$ cat src/rtl/vga_scan_ctrl.sv
// Raster scan timing for 640x480@60 VGA: pixel-tick divider, h/v counters,
// registered sync/video/frame outputs, and vblank-only access arbitration.
module vga_scan_ctrl #(
  parameter int unsigned CLK_DIV = 4,
  parameter int unsigned HD      = 640,
  parameter int unsigned HF      = 16,
  parameter int unsigned HB      = 48,
  parameter int unsigned HR      = 96,
  parameter int unsigned VD      = 480,
  parameter int unsigned VF      = 10,
  parameter int unsigned VB      = 33,
  parameter int unsigned VR      = 2
) (
  input  logic       clk,
  input  logic       rst_n,
  input  logic       enable,
  input  logic       upd_req,
  output logic       upd_grant,
  output logic       upd_overrun,
  output logic [9:0] h_count,
  output logic [9:0] v_count,
  output logic       pix_tick,
  output logic       h_sync,
  output logic       v_sync,
  output logic       video_on,
  output logic       vblank,
  output logic       frame_start
);

  localparam int unsigned DW = (CLK_DIV > 1) ? $clog2(CLK_DIV) : 1;
  localparam logic [DW-1:0] DIV_LAST = DW'(CLK_DIV - 1);
  localparam logic [9:0] H_LAST  = 10'(HD + HF + HB + HR - 1);
  localparam logic [9:0] V_LAST  = 10'(VD + VF + VB + VR - 1);
  localparam logic [9:0] H_GUARD = 10'(HD + HF + HB + HR - 8);
  localparam logic [9:0] H_DISP  = 10'(HD);
  localparam logic [9:0] V_DISP  = 10'(VD);
  localparam logic [9:0] HS_BEG  = 10'(HD + HF);
  localparam logic [9:0] HS_END  = 10'(HD + HF + HR);
  localparam logic [9:0] VS_BEG  = 10'(VD + VF);
  localparam logic [9:0] VS_END  = 10'(VD + VF + VR);

  typedef enum logic [1:0] {ST_IDLE, ST_GRANT, ST_HOLDOFF} arb_state_e;

  logic [DW-1:0] div_q, div_d;
  logic [9:0]    h_q, h_d, v_q, v_d;
  logic          hs_q, hs_d, vs_q, vs_d, von_q, von_d, vb_q, vb_d;
  logic          fs_q, fs_d, ovr_q, ovr_d;
  logic          tick, wrap;
  arb_state_e    st_q, st_d;

  // Flags are derived from the next counter values so they line up with
  // the counters they describe in the same cycle.
  always_comb begin
    tick  = enable && (div_q == DIV_LAST);
    wrap  = tick && (h_q == H_LAST) && (v_q == V_LAST);
    div_d = div_q;
    h_d   = h_q;
    v_d   = v_q;
    if (enable) div_d = tick ? '0 : div_q + DW'(1);
    if (tick) begin
      if (h_q == H_LAST) begin
        h_d = '0;
        v_d = (v_q == V_LAST) ? '0 : v_q + 10'd1;
      end else begin
        h_d = h_q + 10'd1;
      end
    end
    hs_d  = !((h_d >= HS_BEG) && (h_d < HS_END));
    vs_d  = !((v_d >= VS_BEG) && (v_d < VS_END));
    von_d = (h_d < H_DISP) && (v_d < V_DISP);
    vb_d  = (v_d >= V_DISP);
    fs_d  = wrap;
  end

  always_comb begin
    st_d  = st_q;
    ovr_d = 1'b0;
    unique case (st_q)
      ST_IDLE:
        if (upd_req && vb_q && !((v_q == V_LAST) && (h_q >= H_GUARD))) st_d = ST_GRANT;
      ST_GRANT:
        if (!upd_req) begin
          st_d = ST_IDLE;
        end else if (wrap) begin
          st_d  = ST_HOLDOFF;
          ovr_d = 1'b1;
        end
      ST_HOLDOFF:
        if (!upd_req) st_d = ST_IDLE;
      default: st_d = ST_IDLE;
    endcase
  end

  always_ff @(posedge clk or negedge rst_n) begin
    if (!rst_n) begin
      div_q <= '0;
      h_q   <= '0;
      v_q   <= '0;
      hs_q  <= 1'b1;
      vs_q  <= 1'b1;
      von_q <= 1'b1;
      vb_q  <= 1'b0;
      fs_q  <= 1'b0;
      ovr_q <= 1'b0;
      st_q  <= ST_IDLE;
    end else begin
      div_q <= div_d;
      h_q   <= h_d;
      v_q   <= v_d;
      hs_q  <= hs_d;
      vs_q  <= vs_d;
      von_q <= von_d;
      vb_q  <= vb_d;
      fs_q  <= fs_d;
      ovr_q <= ovr_d;
      st_q  <= st_d;
    end
  end

  assign pix_tick    = tick;
  assign h_count     = h_q;
  assign v_count     = v_q;
  assign h_sync      = hs_q;
  assign v_sync      = vs_q;
  assign video_on    = von_q;
  assign vblank      = vb_q;
  assign frame_start = fs_q;
  assign upd_overrun = ovr_q;
  assign upd_grant   = (st_q == ST_GRANT);

endmodule

$ cat config.mk
export PLATFORM = sky130hd
export DESIGN_NAME = vga_scan_ctrl
export DESIGN_NICKNAME = d
export VERILOG_FILES = /design/src/rtl/vga_scan_ctrl.sv
export SDC_FILE = /design/constraint.sdc
export NUM_CORES = 1
export LEC_CHECK = 0
export ABC_CLOCK_PERIOD_IN_PS = 5450
export CORE_AREA = 3 3 56 63
export CTS_CLUSTER_DIAMETER = 100
export CTS_CLUSTER_SIZE = 28
export DETAILED_ROUTE_END_ITERATION = 8
export DIE_AREA = 0 0 59 66
export GPL_ROUTABILITY_DRIVEN = 0
export PLACE_DENSITY = 0.86
export SETUP_SLACK_MARGIN = 0.5
export SKIP_CTS_REPAIR_TIMING = 1
export SYNTH_ARGS = -nofsm -noshare
export SYNTH_HDL_FRONTEND = slang
export SYNTH_SLANG_ARGS = --single-unit
$ cat constraint.sdc
create_clock -name clk -period 5.45 [get_ports clk]
set_clock_uncertainty 0.2 [all_clocks]
set_input_delay 1.635 -clock clk [delete_from_list [all_inputs] [get_ports clk]]
set_output_delay 1.635 -clock clk [all_outputs]
set_load 0.05 [all_outputs]
Yosys cells after proc, flatten, opt, wreduce, memory -nomap -nowiden
Index checks and enable logic that the tools add are counted.

word-level totals
  bits in registers = 30
  input port bits = 4
  output and inout port bits = 28
  word-level logic and storage cells = 57

operators by class
  $add $sub $neg = 3
  $lt $le $gt $ge = 8
  equality and inequality tests = 8
  muxes and demuxes = 14
  reduce and logical (&&, ||, !) cells = 14

operators by type and width
  kind                     number
  $mux W10                 5
  $add A10 B1 Y10 const B  2
  $eq A10 B10 Y1 const B   2
  $ge A10 B10 Y1 const B   2
  $ge A10 B9 Y1 const B    2
  $lt A10 B10 Y1 const B   2
  $lt A10 B9 Y1 const B    2
  $mux W2                  5
  $logic_and A1 B1 Y1      9
  $pmux W2 S3              1
  $eq A2 B2 Y1 const B     2
  $ne A2 B2 Y1 const B     2
  $logic_not A1 Y1         3
  $mux W1                  3
  $ne A3 B2 Y1 const B     1
  $reduce_and A3 Y1        1
  $add A2 B1 Y2 const B    1
  $eq A2 B1 Y1 const B     1
  $logic_not A2 Y1         1

Depth between registers and ports, before layout
  depth in word-level cells = 7
  gate-level depth with buffers = 8
  mapped depth without buffers = 8

Worst setup path after synthesis
Ideal clock, no wire load.

  path kind = input-to-output
  start point = input port enable
  end point = output port pix_tick
  data arrival time = 2289 ps
  data required time = 3615 ps
  slack = 1326 ps
  cell stages on the path = 3
  path buffers = 1
  path through = clkbuf_2 -> nand2_1 -> inv_1

on the way
  cells in the longest elaborated chain, start to end = 1

RTL lines
  what                 RTL line  source
  from (decl)          16        input logic enable,
  $logic_and A1 B1 Y1  54        tick = enable && (div_q == DIV_LAST);
  to (decl)            22        output logic pix_tick,

No other way between the ends.

Final worst setup path
Ends and elaborated chain as after synthesis.

==> run_results.csv <==
group,metric,value,unit
setup_path,reg2reg_slack,2590,ps
yosys,synth_enable_flop_cells,0,
drt,first_iter_violations,38,
yosys,synth.lib_cells_used.distinct,44,
setup_path,cp_slowest_cell,"clkdlybuf4s50_1",
yosys,synth.cell_area,1620,µm²
global_route,grt_first_pass_wirelength,6030,µm
timing,timing_worst_slew_pin_value,533,ps
power_and_ir_drop,max-vdd-ir-drop,277,µV
yosys,synth.mux.area_fraction,2.70,%
clock_tree,tritoncts,"built",
yosys,synth_simple_gate_area_share,25.6,%
clock_tree,ctsHtreeMaxLevel,2,
yosys,ys_warn_count,0,
run,max-cap-violations,0,
setup_path,crit_path_end_kind,"output port",
worst_hold_path,whs_path_depth,1,
clock_tree,worstSkewPairLatency,330,ps
yosys,commonest_cells_in_the_netlist,"dfrtp_1 (27), nand2_1 (17), inv_1 (13)",
yosys,fraction_of_the_mapped_netlist_area_in_compound_gates,8.35,%
placement,preCtsSetupSlack,831,ps
global_route,vias_in_the_first_global_route,1297,
clock_tree,cts.sinks,30,
timing,max_freq,216,MHz
setup_path,cp_cell_sequence,"clkdlybuf4s50_1, nand2_1, inv_1, buf_4",
worst_hold_path,min_from,"div_q[1]",
placement,dp.final_hpwl,2700,µm
clock_tree,cts_buf_count,5,
cells_and_area,syn_to_final_growth,25.1,%
die,coreArea,3000,µm²
power_and_ir_drop,power_density,284,nW/µm²
die,initial_utilization,54.1,%
placement,placement.io_buffers,31,
yosys,mappedNetlistNets,176,
worst_hold_path,hold_end,"div_q[1]",
timing,max-slew-margin-rel,64.3,%
cells_and_area,fillCellCount,243,
timing,grt_setup_unrepaired,"false",
timing,final_worst_hold_slack,319,ps
die,chip_width,59,µm
timing,hold_viol,0,
yosys,yosys.area_share.adder,3.86,%
global_route,grt.overflow.total,0,
global_route,grt_antenna_before_repair,0,
yosys,synth_area_leaders,"dfrtp_1 (42%), dfstp_2 (4.9%), xnor2_1 (4.9%)",
drt,detail_route.drc_violations,0,
clock_tree,ctsRootBufferMaster,"clkbuf_4",
cells_and_area,diode_count,0,
timing,setup-tns-final,0,ps
yosys,number_of_synthesized_register_bits,30,
yosys,synth_area_per_cell,9.69,µm²
die,die_y,66,µm
timing,layout_worst_path_cycle_share,84.9,%
yosys,ys_seq_area_share,46.6,%
drt,route.detailed.wl_per_inst,14.8,µm
yosys,synth_async_sr_flop_share,100,%
setup_path,timing.reg2reg.worst_path_depth,7,
cells_and_area,nets,210,
yosys,synth.top_cell.area_share,41.7,%
setup_path,critical_path.max_fanout,7,
setup_path,critPathRequiredTime,3620,ps
drt,avgViaCountPerCell,5.84,
yosys,yosys_most_used_dff,"dfrtp_1",
yosys,synth_top_family_by_area,"simple AND/OR/NAND/NOR gates",
die,dieArea,3890,µm²
timing,post-route-min-period,4630,ps
global_route,grt_max_degree,31,
clock_tree,clk_transition_reported_paths,80,ps
yosys,yosysMostFrequentCell,"dfrtp_1",
setup_path,timing.critical_path.from_type,"input port",
setup_path,arrival,2790,ps
setup_path,worst-setup-path-type,"input port to output port",
drt,route.vias.total,1379,
timing,post_route_setup_slack,823,ps
yosys,syn_inst,167,
die,top_level_ports,32,
setup_path,ff_to_ff_end,"v_sync",
power_and_ir_drop,leakage,0.000898,µW
status,outcome,"finished clean",
yosys,synth_xor_xnor_area_share,7.57,%
setup_path,slowest_delay,610,ps
timing,timing.final.max_slew_violations,0,
cells_and_area,final_layout_size_suffix_gt1_share,10.4,%
drt,drt_wl_total,3490,µm
setup_path,regToRegStartpoint,"h_count[1]",
clock_tree,clk_path_buf_depth,2,
drt,final_antenna_net_count,0,
timing,setup_viol_count_final,0,
worst_hold_path,min_path_type,"register to register",
global_route,grt_usage,20.5,%
drt,drt_pre_antenna_iters,4,
yosys,synth_largest_area_cell,"dfrtp_1",
power_and_ir_drop,post-layout-total-power,575,µW
die,std_cell_rows,21,
## per-stage QoR
step | utilization, % | area (µm²) | std cells
after global placement | 65.0 | 1950 | 228
final | 67.6 | 2030 | 236
after global routing | 67.6 | 2030 | 236
after detailed placement | 65.0 | 1950 | 228
after CTS | 67.6 | 2030 | 236
after floorplan | - | 1620 | 167
## area by class of cell
| class | instances | area (µm²) | area share [%] |
|---|---|---|---|
| Multi-Input combinational cell | 118 | 778 | 38.4 |
| Clock buffer | 8 | 78.8 | 3.89 |
| Inverter | 13 | 48.8 | 2.41 |
| Timing Repair Buffer | 33 | 323 | 15.9 |
| Tap cell | 34 | 42.5 | 2.10 |
| Sequential cell | 30 | 754 | 37.2 |
## where the power goes
group	internal [µW]	switching (µW)	total, µW
Sequential	243	24.6	267
Clock	88.0	72.5	160
Combinational	53.7	93.3	147
## routing by layer
layer  global-route usage, %  share of wire (%)  wire (µm)  vias to the layer above
li1                        -                  -          -                      661
met1                    23.8                 39       1380                      659
met2                    34.4                 51       1800                       47
met3                    5.08                5.6        195                       12
met4                    10.5                3.4        119                        0
met5                       0                  0          0                        -
## registers in the layout, summed over array words and instances, names as in the netlist
| signal | flops |
|---|---|
| div_q | 2 |
| frame_start | 1 |
| h_count | 10 |
| h_sync | 1 |
| st_q | 2 |
| upd_overrun | 1 |
| v_count | 10 |
| v_sync | 1 |
| vblank | 1 |
| video_on | 1 |
## placed cells by master (no fill, tap or decap), drive strengths merged, types with 3 or more instances in the layout
cell and n:
a31oi 3, buf 3, clkbuf 8, clkdlybuf4s50 30
dfrtp 27, dfstp 3, ha 5, inv 13
mux2 3, nand2 17, nand3 7, nand4 9
nor2 10, nor3 9, nor4 3, o21ai 9
xnor2 9, xor2 5
## kinds of logic after synthesis
logic type	count (synthesis)
flops	30
fa+ha+maj	5
xor+xnor	14
compound gates	21
buf+inv	19
simple gates	74
mux	4
## critical path: cells and delay by family
kind,cells,cell delay (ps)
simple gates,1,190
buf+inv,3,970
## how the worst max path moves through the flow
stage,from,cells past startpoint,endpoint
2_1_floorplan,enable,3,pix_tick
3_3_place_gp,enable,4,pix_tick
3_5_place_dp,enable,4,pix_tick
4_1_cts,enable,4,pix_tick
5_1_grt,enable,4,pix_tick
6_report,enable,4,pix_tick
Note: power is estimated with default switching activity, not from simulation.
